File: config.mk
export PLATFORM = sky130hd
export DESIGN_NAME = inst_sram_axi_bridge
export DESIGN_NICKNAME = d
export VERILOG_FILES = /design/src/rtl/inst_sram_axi_bridge.sv
export SDC_FILE = /design/constraint.sdc
export NUM_CORES = 1
export LEC_CHECK = 0
export ABC_AREA = 1
export BUFFER_PORTS_ARGS = -buffer_cell sky130_fd_sc_hd__buf_2
export CORE_MARGIN = 2
export CORE_UTILIZATION = 41
export CTS_CLUSTER_SIZE = 10
export DETAILED_ROUTE_END_ITERATION = 12
export PLACE_DENSITY = 0.94
export SLEW_MARGIN = 10
export SYNTH_ARGS = -nofsm -noshare
export SYNTH_HDL_FRONTEND = slang
export SYNTH_SLANG_ARGS = --single-unit
File: constraint.sdc
create_clock -name clk -period 5.5 [get_ports clk]
set_input_delay 0.55 -clock clk [delete_from_list [all_inputs] [get_ports clk]]
set_output_delay 0.55 -clock clk [all_outputs]
set_load 0.05 [all_outputs]
File: src/rtl/inst_sram_axi_bridge.sv
// rtl/inst_sram_axi_bridge.sv - instruction SRAM-like to AXI4 single-beat read bridge with fetch cancel
// Optional macro IBRIDGE_RESP_REG_EN: registered data_ok/rdata, rresp errors return a break instruction.
module inst_sram_axi_bridge #(
    parameter int         MAX_OUTSTANDING = 2,
    parameter logic [3:0] AXI_ID          = 4'd0
) (
    input  logic        clk,
    input  logic        rstn,
    input  logic        inst_sram_req,
    input  logic        inst_sram_wr,
    input  logic [1:0]  inst_sram_size,
    input  logic [3:0]  inst_sram_wstrb,
    input  logic [31:0] inst_sram_addr,
    input  logic [31:0] inst_sram_wdata,
    output logic        inst_sram_addr_ok,
    output logic        inst_sram_data_ok,
    output logic [31:0] inst_sram_rdata,
    input  logic        cancel,
    output logic [3:0]  arid,
    output logic [31:0] araddr,
    output logic [7:0]  arlen,
    output logic [2:0]  arsize,
    output logic [1:0]  arburst,
    output logic        arvalid,
    input  logic        arready,
    input  logic [3:0]  rid,
    input  logic [31:0] rdata,
    input  logic [1:0]  rresp,
    input  logic        rlast,
    input  logic        rvalid,
    output logic        rready,
    output logic [2:0]  outstanding
);

    localparam logic [2:0] MAX_CNT = 3'(MAX_OUTSTANDING);

    typedef enum logic {AR_IDLE, AR_BUSY} ar_state_t;

    ar_state_t   ar_state, ar_next;
    logic [31:0] araddr_q;
    logic [1:0]  arsize_q;
    logic [2:0]  outstanding_q;
    logic [2:0]  discard_cnt;
    logic        rready_q;
    logic        r_take;
    logic        deliver;

    // A beat with nothing owed is a slave protocol error; it is swallowed.
    assign r_take  = rvalid & rready_q & (outstanding_q != 3'd0);
    assign deliver = r_take & (discard_cnt == 3'd0) & ~cancel;

    assign inst_sram_addr_ok = inst_sram_req & ~inst_sram_wr & (ar_state == AR_IDLE)
                             & (outstanding_q < MAX_CNT) & ~cancel;

    always_ff @(posedge clk or negedge rstn) begin
        if (!rstn) ar_state <= AR_IDLE;
        else       ar_state <= ar_next;
    end

    always_comb begin
        ar_next = ar_state;
        case (ar_state)
            AR_IDLE: if (inst_sram_addr_ok) ar_next = AR_BUSY;
            AR_BUSY: if (arready)           ar_next = AR_IDLE;
            default:                        ar_next = AR_IDLE;
        endcase
    end

    always_comb begin
        arvalid = (ar_state == AR_BUSY);
    end

    always_ff @(posedge clk or negedge rstn) begin
        if (!rstn) begin
            araddr_q      <= 32'd0;
            arsize_q      <= 2'd0;
            outstanding_q <= 3'd0;
            discard_cnt   <= 3'd0;
            rready_q      <= 1'b0;
        end else begin
            rready_q <= 1'b1;
            if (inst_sram_addr_ok) begin
                araddr_q <= inst_sram_addr;
                arsize_q <= inst_sram_size;
            end
            case ({inst_sram_addr_ok, r_take})
                2'b10:   outstanding_q <= outstanding_q + 3'd1;
                2'b01:   outstanding_q <= outstanding_q - 3'd1;
                default: outstanding_q <= outstanding_q;
            endcase
            // Everything owed at the cancel edge is stale, including a same-cycle beat.
            if (cancel)
                discard_cnt <= outstanding_q - (r_take ? 3'd1 : 3'd0);
            else if (r_take && discard_cnt != 3'd0)
                discard_cnt <= discard_cnt - 3'd1;
        end
    end

`ifdef IBRIDGE_RESP_REG_EN
    logic        data_ok_q;
    logic [31:0] rdata_q;
    logic        unused_in;

    always_ff @(posedge clk or negedge rstn) begin
        if (!rstn) begin
            data_ok_q <= 1'b0;
            rdata_q   <= 32'd0;
        end else begin
            data_ok_q <= deliver;
            if (deliver)
                rdata_q <= (rresp != 2'b00) ? 32'h002a0000 : rdata;
        end
    end

    assign inst_sram_data_ok = data_ok_q & ~cancel;
    assign inst_sram_rdata   = rdata_q;
    assign unused_in         = ^{inst_sram_wstrb, inst_sram_wdata, rid, rlast};
`else
    logic unused_in;

    assign inst_sram_data_ok = deliver;
    assign inst_sram_rdata   = deliver ? rdata : 32'd0;
    assign unused_in         = ^{inst_sram_wstrb, inst_sram_wdata, rid, rlast, rresp};
`endif

    assign arid        = AXI_ID;
    assign araddr      = araddr_q;
    assign arlen       = 8'd0;
    assign arsize      = {1'b0, arsize_q};
    assign arburst     = 2'b01;
    assign rready      = rready_q;
    assign outstanding = outstanding_q;

endmodule

== Word level (Yosys, flattened, before mapping) ==
Cells that the tools add are included.

* Equal/unequal tests: 2
* Order comparisons: 1
* Shift-type cells: 0
* Bitwise gates (word level): 11
* Multipliers: 0
* Multiplexer cells: 8
* Reduce and logical (&&, ||, !) cells: 6
* Divide/modulo/power cells: 0
* Add/subtract/negate cells: 4

{| class="wikitable"
|+ Operator list
! cell !! number
|-
| $mux W32 || 1
|-
| $and A1 B1 Y1 || 8
|-
| $mux W3 || 2
|-
| $pmux W3 S2 || 1
|-
| $reduce_bool A3 Y1 || 2
|-
| $sub A3 B1 Y3 const B || 2
|-
| $reduce_bool A2 Y1 || 2
|-
| $add A3 B1 Y3 const B || 1
|-
| $logic_not A3 Y1 || 1
|-
| $lt A3 B2 Y1 const B || 1
|-
| $mux W1 || 3
|-
| $not A1 Y1 || 3
|-
| $sub A3 B1 Y3 || 1
|-
| $eq A2 B1 Y1 const B || 1
|-
| $eq A2 B2 Y1 const B || 1
|-
| $pmux W1 S2 || 1
|-
| $logic_and A1 B1 Y1 || 1
|}

* Register bits after elaboration: 42
* Output and inout port bits: 88
* Input bits: 116
* Word-level logic and storage cells: 38
* Bits in read-only memories: 0
* RAM bits: 0
* Memories kept: 0
* Latch bits: 0

== Depth between registers and ports, before layout ==
Gate-level depths: netlist of the first run.

* Word-level depth: 7
* Mapped depth: 13
* Gate-level depth less buffers: 12

== Worst setup path after synthesis of the first run ==
No wires, ideal clock.

* Path kind: register to output
* Start: register outstanding_q[0] (netlist: outstanding[0])
* End: output port inst_sram_rdata[16]
* Path slack: 2.599 ns
* Buffers on the path: 1
* Required time: 4.950 ns
* Stages on the path, launching flop included: 6
* Arrival time: 2.351 ns
* Cell sequence: dfrtp_1 inv_1 nand2_2 nand2_4 buf_4 nor3b_1

* Longest elaborated chain between the ends: 5

{| class="wikitable"
|+ RTL lines
! item !! RTL line !! RTL
|-
| start, declared || 42 || <nowiki>logic [2:0] outstanding_q;</nowiki>
|-
| start signal, assigned || 87 || <nowiki>2'b10: outstanding_q <= outstanding_q + 3'd1;</nowiki>
|-
| start signal, assigned || 88 || <nowiki>2'b01: outstanding_q <= outstanding_q - 3'd1;</nowiki>
|-
| start signal, assigned || 89 || <nowiki>default: outstanding_q <= outstanding_q;</nowiki>
|-
| $reduce_bool A3 Y1 || 49 || <nowiki>assign r_take = rvalid & rready_q & (outstanding_q != 3'd0);</nowiki>
|-
| $and A1 B1 Y1 || 49 ||
|-
| $and A1 B1 Y1 (2 in a row) || 50 || <nowiki>assign deliver = r_take & (discard_cnt == 3'd0) & ~cancel;</nowiki>
|-
| $mux W32 || 122 || <nowiki>assign inst_sram_rdata = deliver ? rdata : 32'd0;</nowiki>
|-
| end, declared || 17 || <nowiki>output logic [31:0] inst_sram_rdata,</nowiki>
|}

Every way passes these cells.

== Final worst setup path of the first run ==
* Start: register outstanding_q[2] (netlist: outstanding[2])
* End: output port inst_sram_addr_ok

* Longest elaborated chain between the ends: 3

{| class="wikitable"
|+ RTL lines
! item !! RTL line !! RTL
|-
| $lt A3 B2 Y1 || 53 || <nowiki>& (outstanding_q < MAX_CNT) & ~cancel;</nowiki>
|-
| $and A1 B1 Y1 (2 in a row) || 53 ||
|-
| end, declared || 15 || <nowiki>output logic inst_sram_addr_ok,</nowiki>
|}

Every way passes these cells.

==> qor.log, run 1 <==
[grt] pin count of the biggest net entering global routing 43
[die] area of the die 6200 um2
[synth] total standard cell area after synthesis 2290 um2
[critical_path] critical path launch point type flip-flop
[drt] via count normalized by instance count 4.50
[clocking] level count of the clock H-tree 2
[sta] setup clock skew after layout 0.00504 ns
[sta] final setup margin 2.89 ns
[placed_design] HPWL reported at the end of detailed placement 4330 um
[drt] Pre-antenna DRT Iters 4
[synth] post-synthesis instance total 264
[critical_path] largest driver fanout on the critical path 37
[clocking] CTS-repair resized insts 0
[sta] final-report hold violation count 0
[pwr] cell leakage power 1.80 nW
[drt] Avg WL per Cell 11.7 um
[layout] Syn-to-layout area delta 32.8%
[die] Initial Util 0.421
[synth] number of flops mapped to enable cells by yosys 0
[critical_path] endpoint of the worst register-to-register path outstanding[2]
[layout] register cell area after layout 1050 um2
[die] Top Ports 204
[sta] final period utilization 0.474
[clocking] clock tree from TritonCTS yes
[grt] first-pass GRT wire length 8800 um
[die] core region area 5440 um2
[run] max-cap violations 0
[grt] remaining global-route overflow 0
[die] num rows 27
[min_path] classification of the worst-slack hold path input port to asynchronous set/reset pin
[clocking] clock tree root buffer cell sky130_fd_sc_hd__clkbuf_8
[drt] Total Routed Length 5560 um
[pwr] power density relative to cell area 574 nW/um2
[synth] syn_area_per_cell 8.68 um2
[synth] share of synthesized registers carrying an async set or reset 1.00
[critical_path] FF-to-FF Start outstanding[0]
[synth] library cell with the largest summed area after synthesis sky130_fd_sc_hd__dfrtp_1
[critical_path] Worst R2R Setup Slack 3.28 ns
[critical_path] endpoint type of the worst setup path output pin
[synth] number of register bits inferred by synthesis 42
[pwr] maximum vdd drop 0.465 mV
[layout] cell area after layout 3040 um2
[clocking] clock-pin transition on the worst setup and hold timing paths 0.08 ns
[outcome] status completed
[layout] most frequent standard cell in the layout excluding fill and tap cells sky130_fd_sc_hd__buf_2
[grt] via count of the first global-routing pass 2028
[pwr] sequential group share of total power 0.306
[critical_path] data arrival time of the worst path 2.06 ns
[placed_design] Post-Place Cell Area 2950 um2
[clocking] clock buffer depth 2
[layout] number of inserted filler cells in the final layout 491
[layout] count of nets after finishing 525
[clocking] TritonCTS Buffers 5
[synth] biggest area contributors in the synthesized netlist sky130_fd_sc_hd__dfrtp_1 (46%), sky130_fd_sc_hd__nand2_1 (19%), sky130_fd_sc_hd__nor3b_1 (8.2%)
[clocking] clock sink count 42
[sta] Total Negative Setup Slacks 0 ns
[placed_design] worst setup slack after placement 2.92 ns
[drt] DRC violations left 0
[sta] final setup vio count 0
[pwr] share of power burned in combinational logic 0.573
[critical_path] Critical path destination inst_sram_addr_ok
[layout] ratio of cells with drive above 1 in the final layout 0.421
[pwr] relative contribution of the clock network to total power 0.122
[synth] count of distinct cell types in the synthesized netlist 25
[drt] detailed-route via count 2143
[layout] commonest non-fill, non-tap cells in the layout sky130_fd_sc_hd__buf_2 (145), sky130_fd_sc_hd__nand2_1 (118), sky130_fd_sc_hd__dfrtp_1 (42)
[sta] Max Transition Viols Final 0
[synth] Synth Flop Type sky130_fd_sc_hd__dfrtp_1
[placed_design] final RePlAce weighted congestion 0.768
[sta] pin slew with the least headroom to its limit 0.922 ns
[sta] RSZ-0062 raised after global routing no
[die] DIE HEIGHT 78.8 um
[placed_design] IO buf count 145
[critical_path] critical path class flip-flop to output pin
[grt] number of antenna violations at the first check in global routing 0
[drt] number of DRC markers after the initial detailed-route iteration 64
[critical_path] depth of the worst register-to-register path 10
[sta] min Tclk post-route 2.61 ns
[critical_path] origin of the worst setup path outstanding[2]
[pwr] switching pwr 0.969 mW
[synth] number of warnings issued by yosys 0
[pwr] Switching Fraction 0.555
[clocking] Post-CTS Repair Setup Buffers 0
[sta] worst slew margin relative to its limit 0.385
[drt] count of nets left with antenna violations after detail routing 0
[die] DIE WIDTH 78.8 um
[layout] diode insertion count for antenna repair 0
[grt] Total Routing Usage GR 0.177
[synth] area share of the leading cell type in the synthesized netlist 0.459
[clocking] clock latency at the later pin of the worst-skew pair 0.29 ns
[layout] area of the multi-input gates 1020 um2
[critical_path] data required time of the critical path 4.95 ns
[sta] highest clock rate 384 MHz
[pwr] total internal power 0.778 mW
[clocking] # hold bufs at CTS 0
[synth] post-synthesis sequential area ratio 0.459
-- flip-flops by register name, summed over array words and instances (netlist names) --
name         cells
rready           1
arvalid          1
outstanding      3
araddr          32
arsize_q         2
discard_cnt      3
-- power groups by stage --
stage | Sequential (mW) | Clock [mW] | Combinational [mW]
after floorplan | 0.987 | 0 | 0.339
after global placement | 0.531 | 0 | 0.978
after detailed placement | 0.529 | 0 | 1.01
after CTS | 0.532 | 0.219 | 1.01
after global routing | 0.552 | 0.234 | 1.07
final | 0.534 | 0.212 | 1.00
-- Yosys cell counts (2+ instances only) --
cell type	count
sky130_fd_sc_hd__buf_2	4
sky130_fd_sc_hd__buf_4	17
sky130_fd_sc_hd__buf_6	6
sky130_fd_sc_hd__conb_1	2
sky130_fd_sc_hd__dfrtp_1	42
sky130_fd_sc_hd__ha_1	5
sky130_fd_sc_hd__inv_1	12
sky130_fd_sc_hd__nand2_1	118
sky130_fd_sc_hd__nand3_1	6
sky130_fd_sc_hd__nand3_4	2
sky130_fd_sc_hd__nor2_1	2
sky130_fd_sc_hd__nor2_2	2
sky130_fd_sc_hd__nor3b_1	25
sky130_fd_sc_hd__nor3b_2	7
sky130_fd_sc_hd__o21ai_0	3
sky130_fd_sc_hd__or2_2	2
-- worst min path at each step --
stage                    start          to  slack, ns  cells past startpoint
floorplan                 rstn   araddr[0]       0.25                      0
global placement     araddr[0]   araddr[0]       0.46                      2
detailed placement  araddr[19]  araddr[19]       0.47                      2
CTS                       rstn  araddr[30]       0.42                      1
global route           arready     arvalid       0.43                      2
finish                    rstn  araddr[16]       0.39                      1
-- metrics by stage --
stage / hold WS, ns / total power [mW] / instances / util
after global placement: 0.458 / 1.51 / 468 / 0.542
after CTS: 0.421 / 1.76 / 476 / 0.560
after floorplan: 0.254 / 1.33 / 278 / -
after global routing: 0.433 / 1.85 / 476 / 0.560
after detailed placement: 0.466 / 1.54 / 468 / 0.542
final: 0.393 / 1.75 / 476 / 0.560
-- cells by family (layout without fill, tap and decap cells) --
| family | count (synthesis) | after routing | synth area share |
|---|---|---|---|
| AND/OR/NAND/NOR | 166 | 166 | 0.364 |
| multiplexers | 1 | 1 | 0.00437 |
| other | 2 | 16 | 0.00328 |
| flip-flops | 42 | 42 | 0.459 |
| adder cells (fa/ha/maj) | 6 | 6 | 0.0360 |
| AO/OA/AOI/OAI | 4 | 4 | 0.00873 |
| buffers and inverters | 41 | 167 | 0.118 |
| XOR/XNOR | 2 | 2 | 0.00764 |
-- cell type report --
cell class                 count  share of cell area
sequential                    42               0.345
timing repair buffer         145               0.238
multi-input combinational    195               0.336
inverter                      14              0.0181
clock buffer                   6              0.0271
clock inverter                 2             0.00534
tap                           72              0.0296
-- critical path, cell delays in order, from the launching register on --
cell                      delay (ns)
sky130_fd_sc_hd__dfrtp_1        0.43
sky130_fd_sc_hd__nor2_2         0.22
sky130_fd_sc_hd__nand3_4        0.37
sky130_fd_sc_hd__inv_4          0.41
sky130_fd_sc_hd__buf_2          0.33
-- per-layer routing --
layer	vias up	global-route usage	part of all wire
met4	0	0.0596	0.010
met1	951	0.198	0.40
li1	1065	-	-
met5	-	0	0
met3	6	0.0443	0.098
met2	121	0.327	0.49
Power figures use the tool's default switching activity.
==> run 2, diff against run 1 <==
--- a/config.mk
+++ b/config.mk
@@ -8,10 +8,10 @@
 export ABC_AREA = 1
 export BUFFER_PORTS_ARGS = -buffer_cell sky130_fd_sc_hd__buf_2
 export CORE_MARGIN = 2
-export CORE_UTILIZATION = 41
+export CORE_UTILIZATION = 38
 export CTS_CLUSTER_SIZE = 10
 export DETAILED_ROUTE_END_ITERATION = 12
-export PLACE_DENSITY = 0.94
+export PLACE_DENSITY = 0.88
 export SLEW_MARGIN = 10
 export SYNTH_ARGS = -nofsm -noshare
 export SYNTH_HDL_FRONTEND = slang
==> constraint.sdc (replaced) <==
create_clock -name clk -period 2.6 [get_ports clk]
set_input_delay 0.26 -clock clk [delete_from_list [all_inputs] [get_ports clk]]
set_output_delay 0.26 -clock clk [all_outputs]
set_load 0.05 [all_outputs]
==> run 2 against run 1 <==
Compared with the run above:
- count of clock-buffer cells in the layout increased by 1
- power is 110% higher
- critical path depth is 1 higher
- cell count rose by 1.3%
- sequential share of layout area fell by 0.25 points
- clock skew about the same
- die area increased by 7.5%
- register-to-register slack worse by 2.6 ns
- flip-flop and latch count unchanged
- critical path type unchanged
- largest cell class unchanged
==> qor.log, run 2 (synthesis results as in run 1) <==
[critical_path] origin of the worst setup path discard_cnt[0] [was outstanding[2]]
[grt] number of antenna violations at the first check in global routing 0 [unchanged]
[sta] final setup vio count 0 [unchanged]
[grt] pin count of the biggest net entering global routing 43 [unchanged]
[layout] diode insertion count for antenna repair 0 [unchanged]
[drt] detailed-route via count 2124 [was 2143]
[drt] Total Routed Length 5500 um [was 5560 um]
[layout] Syn-to-layout area delta 33.8% [was 32.8%]
[clocking] CTS-repair resized insts 0 [unchanged]
[clocking] clock latency at the later pin of the worst-skew pair 0.29 ns [about the same]
[placed_design] Post-Place Cell Area 2970 um2 [was 2950 um2]
[sta] worst slew margin relative to its limit 0.386 [was 0.385]
[placed_design] final RePlAce weighted congestion 0.822 [was 0.768]
[layout] utilization of the core after routing 0.521 [was 0.560]
[drt] Avg WL per Cell 11.4 um [was 11.7 um]
[sta] pin slew with the least headroom to its limit 0.921 ns [was 0.922 ns]
[sta] final-report hold violation count 0 [unchanged]
[sta] highest clock rate 449 MHz
[placed_design] worst setup slack after placement 0.691 ns [was 2.92 ns]
[clocking] clock tree root buffer cell sky130_fd_sc_hd__clkbuf_8 [unchanged]
[grt] remaining global-route overflow 0 [unchanged]
[sta] min Tclk post-route 2.23 ns
[pwr] cell leakage power 1.81 nW [was 1.80 nW]
[die] DIE HEIGHT 81.7 um [was 78.8 um]
[sta] final setup margin 0.373 ns [was 2.89 ns]
[critical_path] critical path launch point type flip-flop [unchanged]
[drt] count of nets left with antenna violations after detail routing 0 [unchanged]
[sta] Total Negative Setup Slacks 0 ns [unchanged]
[layout] Largest register FFs 32 [unchanged]
[die] DIE WIDTH 81.7 um [was 78.8 um]
[layout] most frequent standard cell in the layout excluding fill and tap cells sky130_fd_sc_hd__buf_2 [unchanged]
[drt] number of DRC markers after the initial detailed-route iteration 58 [was 64]
[clocking] Post-CTS Repair Setup Buffers 0 [unchanged]
[critical_path] Critical path destination inst_sram_rdata[13] [was inst_sram_addr_ok]
[layout] cell area after layout 3070 um2 [was 3040 um2]
[clocking] clock tree from TritonCTS yes [unchanged]
[placed_design] HPWL reported at the end of detailed placement 4230 um [was 4330 um]
[sta] Max Transition Viols Final 0 [unchanged]
[grt] via count of the first global-routing pass 1909 [was 2028]
[sta] RSZ-0062 raised after global routing no [unchanged]
[clocking] clock sink count 42 [unchanged]
[min_path] classification of the worst-slack hold path input port to asynchronous set/reset pin [unchanged]
[layout] commonest non-fill, non-tap cells in the layout sky130_fd_sc_hd__buf_2 (145), sky130_fd_sc_hd__nand2_1 (118), sky130_fd_sc_hd__dfrtp_1 (42) [unchanged]
[drt] Pre-antenna DRT Iters 4 [unchanged]
[die] Initial Util 0.389 [was 0.421]
[outcome] status completed [unchanged]
[placed_design] IO buf count 145 [unchanged]
[grt] first-pass GRT wire length 8330 um [was 8800 um]
[pwr] power density relative to cell area 1200 nW/um2 [was 574 nW/um2]
[drt] via count normalized by instance count 4.41 [was 4.50]
[clocking] TritonCTS Buffers 5 [unchanged]
[critical_path] largest driver fanout on the critical path 33 [was 37]
[critical_path] endpoint type of the worst setup path output pin [unchanged]
[layout] ratio of cells with drive above 1 in the final layout 0.423 [was 0.421]
[clocking] clock-pin transition on the worst setup and hold timing paths 0.08 ns [about the same]
[die] area of the die 6670 um2 [was 6200 um2]
[pwr] maximum vdd drop 0.751 mV [was 0.465 mV]
[run] max-cap violations 0 [unchanged]
[clocking] clock buffer depth 2 [unchanged]
[grt] Total Routing Usage GR 0.160 [was 0.177]
[clocking] level count of the clock H-tree 2 [unchanged]
[layout] final cell count without fillers 482 [was 476]
[critical_path] Worst R2R Setup Slack 0.67 ns [was 3.28 ns]
[critical_path] depth of the worst register-to-register path 10 [unchanged]
[critical_path] data required time of the critical path 2.34 ns [was 4.95 ns]
[critical_path] data arrival time of the worst path 1.97 ns [was 2.06 ns]
[sta] setup clock skew after layout 0.00543 ns [was 0.00504 ns]
[die] core region area 5890 um2 [was 5440 um2]
[critical_path] FF-to-FF Start outstanding[0] [unchanged]
[critical_path] critical path class flip-flop to output pin [unchanged]
[critical_path] endpoint of the worst register-to-register path outstanding[2] [unchanged]
[die] Top Ports 204 [unchanged]
[sta] final period utilization 0.857
[clocking] # hold bufs at CTS 0 [unchanged]
[die] num rows 28 [was 27]
[layout] count of nets after finishing 528 [was 525]
[placed_design] instance count after placement with tap cells included 474 [was 468]
[drt] DRC violations left 0 [unchanged]
==> run 2: stage by stage <==
step                      hold slack (ns)  power, mW
final                              0.0992       3.68
after global routing                0.127       3.94
after CTS                           0.128       3.72
after detailed placement            0.456       3.26
after global placement              0.439       3.20
after floorplan                   -0.0356       2.80
==> run 2: cell type report <==
class / count / area (um2)
Fill cell: 563 / 2820
Sequential cell: 42 / 1050
Multi-Input combinational cell: 195 / 1020
Timing Repair Buffer: 148 / 748
Tap cell: 75 / 93.8
Clock buffer: 7 / 86.3
Inverter: 14 / 55.1
Clock inverter: 1 / 8.76
==> run 2: per-layer routing <==
metal	GRT usage	up-vias	share of wire
li1	-	1069	-
met1	0.187	949	0.42
met2	0.290	104	0.48
met3	0.0462	2	0.096
met4	0.0383	0	0.0027
met5	0	-	0
==> run 2: power breakdown <==
part           internal (mW)  total (mW)  switching (mW)
sequential             0.949        1.12           0.169
clock                  0.220       0.450           0.230
combinational          0.484        2.12            1.63
==> run 2: worst max-delay path, stage by stage (launching register included) <==
cell and delay (ns):
sky130_fd_sc_hd__dfrtp_1 0.38, sky130_fd_sc_hd__inv_1 0.10, sky130_fd_sc_hd__ha_1 0.22, sky130_fd_sc_hd__nand3_4 0.33
sky130_fd_sc_hd__nor3b_2 0.34, sky130_fd_sc_hd__buf_2 0.31
==> run 2: worst min path at each step <==
stage	start	endpoint	slack (ns)
4_1_cts	rstn	araddr[7]	0.13
6_report	rstn	araddr[12]	0.1
3_5_place_dp	rstn	araddr[7]	0.46
2_1_floorplan	rstn	araddr[0]	-0.04
5_1_grt	arready	arvalid	0.13
3_3_place_gp	rstn	araddr[7]	0.44
==> run 3, diff against run 2 <==
--- a/config.mk
+++ b/config.mk
@@ -11,6 +11,7 @@
 export CORE_UTILIZATION = 38
 export CTS_CLUSTER_SIZE = 10
 export DETAILED_ROUTE_END_ITERATION = 12
+export GPL_TIMING_DRIVEN = 0
 export PLACE_DENSITY = 0.88
 export SLEW_MARGIN = 10
 export SYNTH_ARGS = -nofsm -noshare
==> run 3 against run 2 <==
Compared with the run above:
- power grew 1.8%
- cell count grew 5.0%
- routed wire length grew 4.5%
- register-to-register slack lost 0.25 ns
- flip-flop and latch count is the same
- critical endpoint is now outstanding[2]
- largest cell class unchanged
==> qor.log, run 3 (synthesis results as in run 1) <==
[outcome] status completed [unchanged]
[clocking] CTS-repair resized insts 0 [unchanged]
[sta] setup clock skew after layout 0.00571 ns [was 0.00543 ns]
[clocking] clock sink count 42 [unchanged]
[grt] pin count of the biggest net entering global routing 43 [unchanged]
[sta] final period utilization 0.837 [was 0.857]
[drt] detailed-route via count 2184 [was 2124]
[die] area of the die 6670 um2 [unchanged]
[pwr] share of power burned in combinational logic 0.581 [was 0.574]
[grt] met1 capacity usage during global routing 0.184 [was 0.187]
[placed_design] Post-Place Cell Area 3160 um2 [was 2970 um2]
[critical_path] number of buffers and inverters on the critical path 4 [was 2]
[drt] Pre-antenna DRT Iters 4 [unchanged]
[critical_path] worst path cell trace inv_1 > nand2_2 > nand2_4 > buf_4 > inv_1 > ha_1 > inv_1 > fa_1 > or2_2 > nand2_1 > xor2_1 [was inv_1 > ha_1 > nand3_4 > nor3b_2 > buf_2]
[die] num rows 28 [unchanged]
[sta] pin slew with the least headroom to its limit 0.939 ns [was 0.921 ns]
[pwr] cell leakage power 1.93 nW [was 1.81 nW]
[pwr] total internal power 1.70 mW [was 1.65 mW]
[critical_path] endpoint type of the worst setup path flip-flop [was output pin]
[critical_path] cell with the biggest individual delay on the critical path sky130_fd_sc_hd__dfrtp_1 [unchanged]
[critical_path] data required time of the critical path 2.82 ns [was 2.34 ns]
[sta] min Tclk post-route 2.18 ns [was 2.23 ns]
[layout] most frequent standard cell in the layout excluding fill and tap cells sky130_fd_sc_hd__buf_2 [unchanged]
[layout] final cell count without fillers 506 [was 482]
[clocking] TritonCTS Buffers 5 [unchanged]
[clocking] clock tree root buffer cell sky130_fd_sc_hd__clkbuf_8 [unchanged]
[grt] met2 Usage GRT 0.303 [was 0.290]
[sta] highest clock rate 460 MHz [was 449 MHz]
[grt] grt peak-use layer met2 [unchanged]
[placed_design] final RePlAce weighted congestion 0.807 [was 0.822]
[pwr] relative contribution of the clock network to total power 0.119 [was 0.122]
[critical_path] Worst path most repeated cell sky130_fd_sc_hd__inv_1
[critical_path] data arrival time of the worst path 2.39 ns [was 1.97 ns]
[clocking] level count of the clock H-tree 2 [unchanged]
[die] DIE WIDTH 81.7 um [unchanged]
[die] core region area 5890 um2 [unchanged]
[drt] Total Routed Length 5750 um [was 5500 um]
[layout] cell area after layout 3260 um2 [was 3070 um2]
[layout] ratio of cells with drive above 1 in the final layout 0.455 [was 0.423]
[grt] met3 track demand over resource 0.0407 [was 0.0462]
[placed_design] IO buf count 145 [unchanged]
[die] Top Ports 204 [unchanged]
[layout] diode insertion count for antenna repair 0 [unchanged]
[layout] count of nets after finishing 552 [was 528]
[pwr] Switching Fraction 0.546 [was 0.551]
[min_path] classification of the worst-slack hold path input port to asynchronous set/reset pin [unchanged]
[sta] Total Negative Setup Slacks 0 ns [unchanged]
[pwr] maximum vdd drop 0.748 mV [was 0.751 mV]
[pwr] power density relative to cell area 1150 nW/um2 [was 1200 nW/um2]
[critical_path] critical path class flip-flop to flip-flop [was flip-flop to output pin]
[sta] final-report hold violation count 0 [unchanged]
[grt] remaining global-route overflow 0 [unchanged]
[clocking] Post-CTS Repair Setup Buffers 0 [unchanged]
[pwr] switching pwr 2.05 mW [was 2.03 mW]
[grt] number of antenna violations at the first check in global routing 0 [unchanged]
[clocking] clock latency at the later pin of the worst-skew pair 0.29 ns [about the same]
[drt] number of DRC markers after the initial detailed-route iteration 54 [was 58]
[critical_path] critical path launch point type flip-flop [unchanged]
[die] Initial Util 0.389 [unchanged]
[layout] commonest non-fill, non-tap cells in the layout sky130_fd_sc_hd__buf_2 (149), sky130_fd_sc_hd__nand2_1 (118), sky130_fd_sc_hd__dfrtp_1 (42) [was sky130_fd_sc_hd__buf_2 (145), sky130_fd_sc_hd__nand2_1 (118), sky130_fd_sc_hd__dfrtp_1 (42)]
[layout] Largest register FFs 32 [unchanged]
[sta] RSZ-0062 raised after global routing no [unchanged]
[critical_path] top cell family by delay on the critical path simple AND/OR/NAND/NOR gates [unchanged]
[die] DIE HEIGHT 81.7 um [unchanged]
[layout] Syn-to-layout area delta 42.2% [was 33.8%]
[clocking] # hold bufs at CTS 0 [unchanged]
[grt] via count of the first global-routing pass 1917 [was 1909]
[clocking] clock tree from TritonCTS yes [unchanged]
[sta] final setup vio count 0 [unchanged]
[clocking] clock-pin transition on the worst setup and hold timing paths 0.08 ns [about the same]
[run] max-cap violations 0 [unchanged]
[drt] Avg WL per Cell 11.4 um [about the same]
[drt] DRC violations left 0 [unchanged]
[sta] worst slew margin relative to its limit 0.374 [was 0.386]
[placed_design] HPWL reported at the end of detailed placement 4540 um [was 4230 um]
[sta] Max Transition Viols Final 0 [unchanged]
[grt] first-pass GRT wire length 8460 um [was 8330 um]
[clocking] clock buffer depth 2 [unchanged]
[grt] Total Routing Usage GR 0.162 [was 0.160]
[pwr] sequential group share of total power 0.300 [was 0.303]
[placed_design] instance count after placement with tap cells included 498 [was 474]
[critical_path] largest driver fanout on the critical path 10 [was 33]
[drt] via count normalized by instance count 4.32 [was 4.41]
[drt] count of nets left with antenna violations after detail routing 0 [unchanged]
[critical_path] largest stage delay on the critical path 0.41 ns [was 0.38 ns]
[run 3: layout make-up]
class	instances	area, um2
Buffer	27	215
Fill cell	550	2630
Timing Repair Buffer	145	726
Inverter	14	55.1
Clock inverter	1	8.76
Clock buffer	7	86.3
Tap cell	75	93.8
Sequential cell	42	1050
Multi-Input combinational cell	195	1020
[run 3: per-layer routing]
metal / share of wire / wire, um
met1: 0.39 / 2270
met2: 0.50 / 2880
met3: 0.098 / 563
met4: 0.0063 / 36
met5: 0 / 0
[run 3: final timing paths]
kind / from / to / slack, ns / cells after the start
max: outstanding[0] / outstanding[2] / 0.42 / 11
min: rstn / araddr[8] / 0.11 / 1
max reg2reg: outstanding[0] / outstanding[2] / 0.42 / 11
min reg2reg: araddr[9] / araddr[9] / 0.48 / 2
max in group asynchronous: rstn / araddr[24] / 1.91 / 1
min in group clk: arready / arvalid / 0.14 / 2
[run 3: metrics by stage]
stage               power (mW)  hold slack [ns]  worst slack, ns  utilization
finish                    3.75            0.106            0.424        0.554
global route              3.99            0.119            0.295        0.554
CTS                       3.79            0.125            0.430        0.554
detailed placement        3.33            0.442            0.462        0.538
global placement          3.27            0.439            0.526        0.538
floorplan                 2.80          -0.0356          -0.0108            -
[run 3: power groups by stage]
stage	clock, mW	sequential (mW)	combinational [mW]
after floorplan	0	2.09	0.717
after global placement	0	1.12	2.15
after detailed placement	0	1.13	2.20
after CTS	0.469	1.13	2.20
after global routing	0.493	1.16	2.33
final	0.447	1.13	2.18
